[src/rtl/pin_entry_if.sv]
// Keypad front-end bus: keypad/gate-manager signals in, assembled PIN and status out.
interface pin_entry_if #(
    parameter int DIGITS = 4
);
    logic                  vehicle_present;
    logic                  key_valid;
    logic [3:0]            key_code;
    logic                  gate_open;
    logic                  wrong_pin;
    logic [4*DIGITS-1:0]   pin;
    logic                  pin_valid;
    logic [2:0]            digit_cnt;
    logic                  timeout_err;
    logic                  busy;

    // Environment side: drives keystrokes, sensor and gate-manager responses.
    modport master (
        output vehicle_present, key_valid, key_code, gate_open, wrong_pin,
        input  pin, pin_valid, digit_cnt, timeout_err, busy
    );

    // Controller side.
    modport slave (
        input  vehicle_present, key_valid, key_code, gate_open, wrong_pin,
        output pin, pin_valid, digit_cnt, timeout_err, busy
    );
endinterface

[src/rtl/pin_entry_ctrl.sv]
// PIN entry controller: assembles BCD keystrokes into a PIN, presents it to the
// gate manager with a one-cycle strobe and holds it until the manager answers.
module pin_entry_ctrl #(
    parameter int DIGITS      = 4,
    parameter int TIMEOUT_CYC = 1000,
    parameter int TMR_W       = 16
) (
    input  logic          clk,
    input  logic          rst,
    pin_entry_if.slave    bus
);
    localparam int                PIN_W    = 4 * DIGITS;
    localparam logic [2:0]        CNT_MAX  = 3'(DIGITS);
    localparam logic [TMR_W-1:0]  TMR_LAST = TMR_W'(TIMEOUT_CYC - 1);

    typedef enum logic [3:0] {
        IDLE      = 4'b0001,
        COLLECT   = 4'b0010,
        SEND      = 4'b0100,
        WAIT_RESP = 4'b1000
    } state_t;

    state_t            state;
    logic [PIN_W-1:0]  pin_q;
    logic [2:0]        cnt_q;
    logic [TMR_W-1:0]  timer_q;
    logic              pin_valid_q;
    logic              timeout_q;
    logic              busy_q;

    logic key_digit;
    logic key_clear;
    logic key_enter;

    assign key_digit = bus.key_valid && (bus.key_code <= 4'd9);
    assign key_clear = bus.key_valid && (bus.key_code == 4'hA);
    assign key_enter = bus.key_valid && (bus.key_code == 4'hB);

    assign bus.pin         = pin_q;
    assign bus.pin_valid   = pin_valid_q;
    assign bus.digit_cnt   = cnt_q;
    assign bus.timeout_err = timeout_q;
    assign bus.busy        = busy_q;

    // Entry FSM with registered outputs; strobes default low every cycle.
    always_ff @(posedge clk) begin
        if (rst) begin
            state       <= IDLE;
            pin_q       <= '0;
            cnt_q       <= '0;
            timer_q     <= '0;
            pin_valid_q <= 1'b0;
            timeout_q   <= 1'b0;
            busy_q      <= 1'b0;
        end else begin
            pin_valid_q <= 1'b0;
            timeout_q   <= 1'b0;
            case (state)
                IDLE: begin
                    pin_q   <= '0;
                    cnt_q   <= '0;
                    timer_q <= '0;
                    busy_q  <= 1'b0;
                    if (bus.vehicle_present) state <= COLLECT;
                end
                COLLECT: begin
                    // Departure outranks any keystroke in the same cycle.
                    if (!bus.vehicle_present) begin
                        state   <= IDLE;
                        pin_q   <= '0;
                        cnt_q   <= '0;
                        timer_q <= '0;
                    end else if (key_digit && (cnt_q < CNT_MAX)) begin
                        pin_q   <= (pin_q << 4) | PIN_W'(bus.key_code);
                        cnt_q   <= cnt_q + 3'd1;
                        timer_q <= '0;
                    end else if (key_clear) begin
                        pin_q   <= '0;
                        cnt_q   <= '0;
                        timer_q <= '0;
                    end else if (key_enter && (cnt_q == CNT_MAX)) begin
                        state   <= SEND;
                        busy_q  <= 1'b1;
                        timer_q <= '0;
                    end else if (cnt_q == 3'd0) begin
                        // Nothing typed yet: no inter-key gap to time.
                        timer_q <= '0;
                    end else if (timer_q == TMR_LAST) begin
                        // Ignored keys count as idle time, so they also expire here.
                        timeout_q <= 1'b1;
                        pin_q     <= '0;
                        cnt_q     <= '0;
                        timer_q   <= '0;
                    end else begin
                        timer_q <= timer_q + TMR_W'(1);
                    end
                end
                SEND: begin
                    pin_valid_q <= 1'b1;
                    state       <= WAIT_RESP;
                end
                WAIT_RESP: begin
                    // gate_open beats departure, which beats wrong_pin.
                    if (bus.gate_open || !bus.vehicle_present) begin
                        state  <= IDLE;
                        pin_q  <= '0;
                        cnt_q  <= '0;
                        busy_q <= 1'b0;
                    end else if (bus.wrong_pin) begin
                        state   <= COLLECT;
                        pin_q   <= '0;
                        cnt_q   <= '0;
                        timer_q <= '0;
                        busy_q  <= 1'b0;
                    end
                end
                default: begin
                    state   <= IDLE;
                    pin_q   <= '0;
                    cnt_q   <= '0;
                    timer_q <= '0;
                    busy_q  <= 1'b0;
                end
            endcase
        end
    end
endmodule

[src/flat_wrapper.sv]
// flat-port wrapper written by rule: the top's interface ports become plain ports
module pin_entry_ctrl_flat 
#(
    parameter int DIGITS      = 4,
    parameter int TIMEOUT_CYC = 1000,
    parameter int TMR_W       = 16
)
  (clk, rst, bus_vehicle_present, bus_key_valid, bus_key_code, bus_gate_open, bus_wrong_pin, bus_pin, bus_pin_valid, bus_digit_cnt, bus_timeout_err, bus_busy);
  pin_entry_if #(.DIGITS(DIGITS)) bus_i ();
  input  logic clk;
  input  logic rst;
  input wire logic [$bits(bus_i.vehicle_present)-1:0] bus_vehicle_present;
  input wire logic [$bits(bus_i.key_valid)-1:0] bus_key_valid;
  input wire logic [$bits(bus_i.key_code)-1:0] bus_key_code;
  input wire logic [$bits(bus_i.gate_open)-1:0] bus_gate_open;
  input wire logic [$bits(bus_i.wrong_pin)-1:0] bus_wrong_pin;
  output wire logic [$bits(bus_i.pin)-1:0] bus_pin;
  output wire logic [$bits(bus_i.pin_valid)-1:0] bus_pin_valid;
  output wire logic [$bits(bus_i.digit_cnt)-1:0] bus_digit_cnt;
  output wire logic [$bits(bus_i.timeout_err)-1:0] bus_timeout_err;
  output wire logic [$bits(bus_i.busy)-1:0] bus_busy;
  assign bus_i.vehicle_present = bus_vehicle_present;
  assign bus_i.key_valid = bus_key_valid;
  assign bus_i.key_code = bus_key_code;
  assign bus_i.gate_open = bus_gate_open;
  assign bus_i.wrong_pin = bus_wrong_pin;
  assign bus_pin = bus_i.pin;
  assign bus_pin_valid = bus_i.pin_valid;
  assign bus_digit_cnt = bus_i.digit_cnt;
  assign bus_timeout_err = bus_i.timeout_err;
  assign bus_busy = bus_i.busy;
  pin_entry_ctrl #(.DIGITS(DIGITS), .TIMEOUT_CYC(TIMEOUT_CYC), .TMR_W(TMR_W)) u_core (.clk(clk), .rst(rst), .bus(bus_i));
endmodule
[config.mk]
export PLATFORM = sky130hd
export DESIGN_NAME = pin_entry_ctrl_flat
export DESIGN_NICKNAME = d
export VERILOG_FILES = /design/src/rtl/pin_entry_if.sv /design/src/rtl/pin_entry_ctrl.sv /design/src/flat_wrapper.sv
export SDC_FILE = /design/constraint.sdc
export NUM_CORES = 1
export LEC_CHECK = 0
export BUFFER_PORTS_ARGS = -buffer_cell sky130_fd_sc_hd__buf_2
export CORE_ASPECT_RATIO = 2
export CORE_MARGIN = 2
export CORE_UTILIZATION = 50
export DETAILED_ROUTE_END_ITERATION = 12
export GPL_TIMING_DRIVEN = 0
export PLACE_DENSITY = 0.75
export SYNTH_ARGS = -nofsm -noshare
export SYNTH_HDL_FRONTEND = slang
export SYNTH_SLANG_ARGS = --single-unit
export TNS_END_PERCENT = 10
[constraint.sdc]
create_clock -name clk -period 2.1 [get_ports clk]
set_input_delay 0.105 -clock clk [delete_from_list [all_inputs] [get_ports clk]]
set_output_delay 0.105 -clock clk [all_outputs]
set_load 0.01 [all_outputs]
==> results.txt, run 1 <==
CP Class: reg -> reg
max cap viols: 0
DRC viols: 0
largest net degree at the start of global routing: 13
CP Capture Type: flop
Cells after Synth: 235
Mapped Area: 2150 µm²
die height: 96.7 µm
Overflow after GRT: 0
outcome: finished, final reports clean
ys async rst share: 0
Syn Area/Cell: 9.15 µm²
Synth top area share: 0.391
Final GP Congestion: 0.825
via-per-instance ratio: 5.96
CP max stage cell: or4_4
Tmin final: 2.01 ns
Critical Path Fanout Max: 10
Setup TNS: 0 ns
Initial Utilization: 0.521
EDFF count, synth: 0
CP max stage delay: 0.56 ns
Slew Limit Fails: 0
Port Buffers: 30
H-tree depth: 2
CTS root buf: clkbuf_8
relative slew slack: 0.543
area grow syn2layout: 17.5%
CTS Buf Count: 5
initial antenna violation count: 0
die area: 4870 µm²
sequential share of power: 0.526
Fin. Hold Viols: 0
Static Leakage: 0.810 nW
Setup Skew: 0.00303 ns
vias in the first global route: 1927
class of the worst hold path: in -> reg
Sink Count: 42
NetSw: 0.328 mW
sw frac: 0.214
Synth Flop Type: dfxtp_1
DRT Wirelength: 5240 µm
R2R setup slack: 0.09 ns
Seq/Total Area, Yosys: 0.391
WL per Instance: 16.0 µm
Final Cycle Share: 0.957
Routed Antenna Nets: 0
Antenna Cells: 0
Initial DRT Pass Iterations: 4
Starting DRT DRC Count: 41
DP HPWL: 3870 µm
synth top area cells: dfxtp_1 39%, a311oi_2 7.7%, a21oi_1 6.3%
overall power: 1.53 mW
Critical Path AT: 2.16 ns
Gate power share: 0.042
CP cell instances: or4_4, nor4_4, o221ai_2, nand2_4, buf_6, a311oi_2
#FFs+latches synth: 42
number of nets in the layout: 288
Unique masters post-synth: 47
Critical Path RT: 2.25 ns
Clock Tree Buf Depth: 2
Clk network pwr share: 0.433
Post-DP Area: 2360 µm²
CTS clk-pin slew, worst paths: 0.08 ns
final setup margin: 0.0898 ns
Via Count: 1948
core area: 4130 µm²
Die Span X: 50.4 µm
Place WS: 0.00275 ns
area leader, netlist: dfxtp_1
YS warnings: 0
Ports: 32
final setup fails: 0
Filler Cells Inserted: 388
share of layout cells above drive strength 1: 0.251
Peak VDD IR: 0.000497 V
Hold Buf Count CTS: 0
final instance area: 2520 µm²
PD cells: 606 nW/µm²
Net Count, Synth: 248
Total GRT Usage: 0.227
CTS tree: done
Achievable Freq: 497 MHz
Pint: 1.20 mW
clock network latency to the later pin of the worst-skew pair: 0.30 ns
startpoint types: flop
Util after Layout: 0.612
Least-Margin Pin Slew: 0.685 ns
first-pass GRT wire length: 8580 µm
# rows: 33
-- layout by cell type (no fill, tap or decap), types with 3 or more instances in the layout --
master / netlist / final
inv_1: 5 / 5
nor2_1: 23 / 23
nor3_1: 10 / 10
ha_1: 3 / 3
nand2_1: 23 / 23
nand2b_1: 4 / 4
nand4_1: 3 / 3
a211oi_1: 3 / 3
xnor2_1: 14 / 14
a311oi_1: 8 / 8
dfxtp_1: 42 / 42
o21ai_0: 3 / 3
buf_4: 1 / 4
a311oi_2: 11 / 11
clkbuf_1: 5 / 5
clkbuf_8: 0 / 6
buf_6: 5 / 5
a21oi_1: 27 / 27
nand3_1: 7 / 6
buf_2: 1 / 30
-- registers in the layout, summed over array words and instances, names as in the netlist --
| name | cells |
|---|---|
| u_core.bus.pin | 16 |
| u_core.bus.digit_cnt | 3 |
| u_core.timer_q | 16 |
| u_core.bus.timeout_err | 1 |
| u_core.state | 4 |
| u_core.bus.pin_valid | 1 |
| u_core.bus.busy | 1 |
-- cell usage after synthesis, drive strengths merged, types with 2 or more instances --
library cell  count
xnor2            14
o21ai             5
nand3b            2
nor4              2
nand4             3
nor3             11
dfxtp            42
buf               7
or4               2
o211ai            2
o22ai             2
nand2            25
nor4b             3
inv               5
a211oi            3
nand2b            4
and3b             2
and2              2
nor2             23
a31oi             2
a21oi            27
clkbuf            5
ha                3
or4b              2
nand3             7
a311oi           19
-- logic make-up after synthesis --
family / Yosys count / synth area share
mux: 1 / 0.00466
buf+inv: 17 / 0.0495
flops: 42 / 0.391
compound gates: 64 / 0.232
xor+xnor: 15 / 0.0611
simple gates: 93 / 0.244
fa+ha+maj: 3 / 0.0175
-- critical path, delay by kind of cell (launching register included) --
| kind | cells | cell delay (ns) |
|---|---|---|
| buffers and inverters | 1 | 0.19 |
| AOI/OAI and AO/OA | 2 | 0.27 |
| and+or+nand+nor | 3 | 1.06 |
| DFF | 1 | 0.34 |
-- through the flow --
step                      cells  hold slack, ns
final                       327           0.118
after global routing        327           0.142
after CTS                   324           0.116
after detailed placement    317           0.427
after global placement      317           0.421
after floorplan             235           0.268
-- power groups by stage --
stage | Combinational, mW | Sequential [mW] | Clock [mW]
final | 0.0639 | 0.804 | 0.662
after global placement | 0.0613 | 0.823 | 0
after floorplan | 0.0382 | 0.821 | 0
after global routing | 0.0706 | 0.805 | 0.701
after detailed placement | 0.0622 | 0.823 | 0
after CTS | 0.0625 | 0.804 | 0.671
-- worst paths after layout --
kind | startpoint | depth (start not counted) | endpoint
worst max-delay path | u_core.timer_q[12]$_SDFFE_PP0P_ | 6 | u_core.bus.pin[4]$_SDFFE_PP0P_
worst min-delay path | bus_key_code[0] | 3 | u_core.bus.pin[0]$_SDFFE_PP0P_
worst max register to register | u_core.timer_q[12]$_SDFFE_PP0P_ | 6 | u_core.bus.pin[4]$_SDFFE_PP0P_
worst min register to register | u_core.bus.pin[12]$_SDFFE_PP0P_ | 2 | u_core.bus.pin[12]$_SDFFE_PP0P_
-- area by class of cell --
type                            instances  area [µm²]  share of cell area
Clock inverter                          1        30.0              0.0119
Timing Repair Buffer                   33         185              0.0733
Inverter                                5        18.8             0.00743
Clock buffer                            6        82.6              0.0327
Buffer                                 12        90.1              0.0357
Sequential cell                        42         841               0.333
Tap cell                               52        65.1              0.0258
Multi-Input combinational cell        176        1210               0.480
-- layer usage --
metal	share of wire	up-vias	global-route usage	routed length [µm]
met1	0.38	933	0.226	1970
li1	-	950	-	-
met4	0.038	0	0.141	201
met3	0.030	21	0.0355	155
met5	0	-	0	0
met2	0.56	44	0.416	2910
-- timing repair --
action	CTS	global route
gates resized for setup	0	4
buffers inserted	0	3
pin swaps	1	4
endpoints found under the setup margin	4	32
(Power assumes the default switching activity.)
==> inputs of run 2 (changes only) <==
==> constraint.sdc (replaced) <==
create_clock -name clk -period 2.3 [get_ports clk]
set_input_delay 0.115 -clock clk [delete_from_list [all_inputs] [get_ports clk]]
set_output_delay 0.115 -clock clk [all_outputs]
set_load 0.01 [all_outputs]
==> results.txt, run 2 (synthesis gave the netlist of run 1 again) <==
Util after Layout: 0.604
Final GP Congestion: 0.825
Overflow after GRT: 0
area grow syn2layout: 15.9%
multi-input logic area: 1200 µm²
Placed Cells: 317
WL met2: 2840 µm
Hold Path Origin: bus_key_code[0]
Filler Cells Inserted: 393
Antenna Cells: 0
WL per Instance: 15.7 µm
Final Cycle Share: 0.916
CTS root buf: clkbuf_8
initial antenna violation count: 0
DP HPWL: 3870 µm
H-tree depth: 2
Via Count: 1936
vias in the first global route: 1927
Routed Antenna Nets: 0
max cap viols: 0
Slew Limit Fails: 0
via-per-instance ratio: 5.94
Clock Tree Buf Depth: 2
worst r2r path cells: 6
Port Buffers: 30
Worst Hold Path Cells: 3
Critical Path RT: 2.50 ns
CP Capture Type: flop
fin cells: 326
Tmin final: 2.11 ns
# rows: 33
Clk network pwr share: 0.431
Critical Path Fanout Max: 10
CTS tree: done
met3 wire len: 173 µm
Setup TNS: 0 ns
Least-Margin Pin Slew: 0.698 ns
relative slew slack: 0.535
startpoint types: flop
Peak VDD IR: 0.000454 V
Initial DRT Pass Iterations: 6
Fin. Hold Viols: 0
share of layout cells above drive strength 1: 0.245
Sink Count: 42
M1 WL: 1900 µm
PD cells: 558 nW/µm²
Die Span X: 50.4 µm
R2R setup slack: 0.19 ns
number of nets in the layout: 287
largest net degree at the start of global routing: 13
die area: 4870 µm²
commonest non-fill, non-tap cells in the layout: 42 x dfxtp_1, 31 x buf_2, 27 x a21oi_1
Starting DRT DRC Count: 41
worst r2r src: u_core.state[1]$_SDFFE_PP0P_
CTS clk-pin slew, worst paths: 0.08 ns
outcome: finished, final reports clean
Post-DP Area: 2360 µm²
final instance area: 2490 µm²
Hold EP: u_core.bus.pin[0]$_SDFFE_PP0P_
CTS Buf Count: 5
Ports: 32
die height: 96.7 µm
Pint: 1.10 mW
final setup fails: 0
Total GRT Usage: 0.227
register area: 841 µm²
first-pass GRT wire length: 8580 µm
RSZ-0062 raised after global routing: false
DR top layer: met4
clock network latency to the later pin of the worst-skew pair: 0.29 ns
DRT Wirelength: 5120 µm
most common cell after layout, fill and taps aside: dfxtp_1
core area: 4130 µm²
Initial Utilization: 0.521
Gate power share: 0.041
sw frac: 0.211
CP Class: reg -> reg
sequential share of power: 0.528
Critical Path AT: 2.30 ns
NetSw: 0.294 mW
Setup Skew: 0.00308 ns
R2R Path End: u_core.bus.pin[11]$_SDFFE_PP0P_
class of the worst hold path: in -> reg
Static Leakage: 0.800 nW
DRC viols: 0
Achievable Freq: 474 MHz
-- run 2: per-layer routing --
layer / global-route usage / vias up
met2: 0.416 / 52
met5: 0 / -
met1: 0.226 / 917
met4: 0.141 / 0
li1: - / 948
met3: 0.0355 / 19
-- run 2: worst max-delay path by stage --
stage                                         start                               to  cells after the start
floorplan           u_core.timer_q[12]$_SDFFE_PP0P_  u_core.bus.pin[15]$_SDFFE_PP0P_                      6
global route           u_core.state[1]$_SDFFE_PP0P_  u_core.bus.pin[11]$_SDFFE_PP0P_                      6
detailed placement     u_core.state[2]$_SDFFE_PP0P_  u_core.bus.pin[11]$_SDFFE_PP0P_                      7
finish                 u_core.state[1]$_SDFFE_PP0P_  u_core.bus.pin[11]$_SDFFE_PP0P_                      6
global placement    u_core.timer_q[12]$_SDFFE_PP0P_   u_core.bus.pin[8]$_SDFFE_PP0P_                      6
CTS                    u_core.state[2]$_SDFFE_PP0P_  u_core.bus.pin[11]$_SDFFE_PP0P_                      7
-- run 2: repair_timing --
item / in CTS / in global routing
resized for setup: 0 / 0
hold buffers: 0 / 0
buffers inserted: 0 / 2
endpoints found under the setup margin: 0 / 1
endpoints found under the hold margin: 0 / 0
-- run 2: area by class of cell --
| cell class | count | area share |
|---|---|---|
| Clock buffer | 6 | 0.0331 |
| Timing Repair Buffer | 32 | 0.0663 |
| Tap cell | 52 | 0.0261 |
| Sequential cell | 42 | 0.337 |
| Inverter | 5 | 0.00753 |
| Multi-Input combinational cell | 176 | 0.482 |
| Buffer | 12 | 0.0351 |
| Clock inverter | 1 | 0.0120 |
-- run 2: power groups by stage --
stage / clock network (mW) / logic [mW] / registers (mW)
2_1_floorplan: 0 / 0.0349 / 0.750
3_3_place_gp: 0 / 0.0560 / 0.751
3_5_place_dp: 0 / 0.0568 / 0.751
4_1_cts: 0.612 / 0.0572 / 0.734
5_1_grt: 0.640 / 0.0638 / 0.735
6_report: 0.600 / 0.0571 / 0.734
-- run 2: metrics by stage --
step           hold slack (ns)  power [mW]  setup WS [ns]
5_1_grt                  0.152        1.44         0.0115
3_5_place_dp             0.437       0.808          0.203
3_3_place_gp             0.431       0.807          0.227
6_report                 0.133        1.39          0.192
4_1_cts                  0.126        1.40          0.178
2_1_floorplan            0.278       0.785          0.453
-- run 2: critical path: stages (launching register included) --
cell	delay (ns)
dfxtp_1	0.47
nor4b_4	0.35
nand2_2	0.14
nor3_4	0.48
buf_6	0.22
nand2_1	0.06
a311oi_1	0.29
==> inputs of run 3 (changes only) <==
--- a/config.mk
+++ b/config.mk
@@ -6,12 +6,12 @@
 export NUM_CORES = 1
 export LEC_CHECK = 0
 export BUFFER_PORTS_ARGS = -buffer_cell sky130_fd_sc_hd__buf_2
-export CORE_ASPECT_RATIO = 2
 export CORE_MARGIN = 2
 export CORE_UTILIZATION = 50
 export DETAILED_ROUTE_END_ITERATION = 12
 export GPL_TIMING_DRIVEN = 0
 export PLACE_DENSITY = 0.75
+export REMOVE_ABC_BUFFERS = 1
 export SYNTH_ARGS = -nofsm -noshare
 export SYNTH_HDL_FRONTEND = slang
 export SYNTH_SLANG_ARGS = --single-unit
==> results.txt, run 3 (synthesis gave the netlist of run 1 again) <==
share of layout cells above drive strength 1: 0.239
largest net degree at the start of global routing: 28
Ports: 32
Initial DRT Pass Iterations: 4
final setup fails: 0
Static Leakage: 0.757 nW
CP Capture Type: flop
class of the worst hold path: in -> reg
Clock Tree Buf Depth: 2
Antenna Cells: 0
CP Class: reg -> reg
Via Count: 1846
Critical Path Fanout Max: 19
Routed Antenna Nets: 0
Initial Utilization: 0.530
Fin. Hold Viols: 0
Least-Margin Pin Slew: 0.712 ns
outcome: finished, final reports clean
relative slew slack: 0.524
Placed Cells: 304
CTS Buf Count: 5
area grow syn2layout: 13.2%
DRC viols: 0
die height: 69.6 µm
# rows: 23
RSZ-0062 raised after global routing: false
Final Cycle Share: 0.912
Tmin final: 2.10 ns
die area: 4840 µm²
Critical Path RT: 2.52 ns
Port Buffers: 31
Peak VDD IR: 0.000350 V
CTS clk-pin slew, worst paths: 0.09 ns
clock network latency to the later pin of the worst-skew pair: 0.30 ns
startpoint types: flop
H-tree depth: 2
PD cells: 569 nW/µm²
number of nets in the layout: 276
via-per-instance ratio: 5.88
Starting DRT DRC Count: 149
WL per Instance: 14.0 µm
fin cells: 314
hold slack: 0.112 ns
Slew Limit Fails: 0
vias in the first global route: 1776
Overflow after GRT: 0
CTS root buf: clkbuf_8
first-pass GRT wire length: 7960 µm
most common cell after layout, fill and taps aside: dfxtp_1
Achievable Freq: 477 MHz
max cap viols: 0
Die Span X: 69.6 µm
DP HPWL: 2840 µm
Sink Count: 42
Setup Skew: 0.0126 ns
Total GRT Usage: 0.199
commonest non-fill, non-tap cells in the layout: 42 x dfxtp_1, 31 x buf_2, 27 x a21oi_1
CTS tree: done
core area: 4060 µm²
Final GP Congestion: 0.797
DRT Wirelength: 4410 µm
Critical Path AT: 2.32 ns
initial antenna violation count: 0
-- run 3: cell count changes in the layout (fill, tap and decap cells not counted), sizes merged --
cell,previous run,this run
buf,39,32
clkbuf,11,5
clkinvlp,0,2
nor3,11,12
-- run 3: final timing paths --
| path | to | startpoint | slack (ns) | cells after the start |
|---|---|---|---|---|
| setup reg to reg | u_core.bus.pin[2]$_SDFFE_PP0P_ | u_core.state[1]$_SDFFE_PP0P_ | 0.20 | 5 |
| hold / removal | u_core.bus.pin[0]$_SDFFE_PP0P_ | bus_key_code[0] | 0.11 | 3 |
| setup / recovery | u_core.bus.pin[2]$_SDFFE_PP0P_ | u_core.state[1]$_SDFFE_PP0P_ | 0.20 | 5 |
| hold reg to reg | u_core.bus.pin[14]$_SDFFE_PP0P_ | u_core.bus.pin[10]$_SDFFE_PP0P_ | 0.51 | 2 |
-- run 3: metrics by stage --
stage / TNS, ns / utilization / power (mW) / instance area (µm²) / setup WS [ns]
after floorplan: 0 / - / 0.776 / 2060 / 0.218
after global placement: -2.30 / 0.562 / 0.803 / 2280 / -0.146
after detailed placement: -2.67 / 0.562 / 0.804 / 2280 / -0.200
after CTS: 0 / 0.594 / 1.39 / 2410 / 0.0321
after global routing: 0 / 0.599 / 1.43 / 2430 / 0.0675
final: 0 / 0.599 / 1.38 / 2430 / 0.203
-- run 3: repair_timing --
action                     4_1_cts  5_1_grt
pin swaps                        1        1
resized for setup                1        3
buffers inserted                 0        1
hold buffers                     0        0
gates cloned                     1        0
setup endpoints to repair       19       29
-- run 3: final cells by class --
type | instances | area [µm²]
fillers | 344 | 1630
multi-input cells | 177 | 1230
flip-flops and latches | 42 | 841
repair buffers | 32 | 163
clock buffers | 5 | 68.8
well taps | 50 | 62.6
clock inverters | 3 | 45.0
inverters | 5 | 18.8
-- run 3: layer usage --
layer,wire [µm],up-vias,global-route usage
met4,57,0,0.0828
met3,139,5,0.0523
met5,0,-,0
met1,2130,884,0.252
met2,2080,29,0.319
li1,-,928,-
-- run 3: critical path, cell delays in order (launching register included) --
cell and delay, ns:
dfxtp_1 0.46, nor4b_4 0.33, nand2_2 0.18, nor3_4 0.58, nand2_1 0.16, a311oi_2 0.30
-- run 3: power by group --
group / internal [mW] / switching, mW / total [mW]
Clock: 0.323 / 0.269 / 0.592
Sequential: 0.729 / 0.00532 / 0.734
Combinational: 0.0204 / 0.0361 / 0.0565
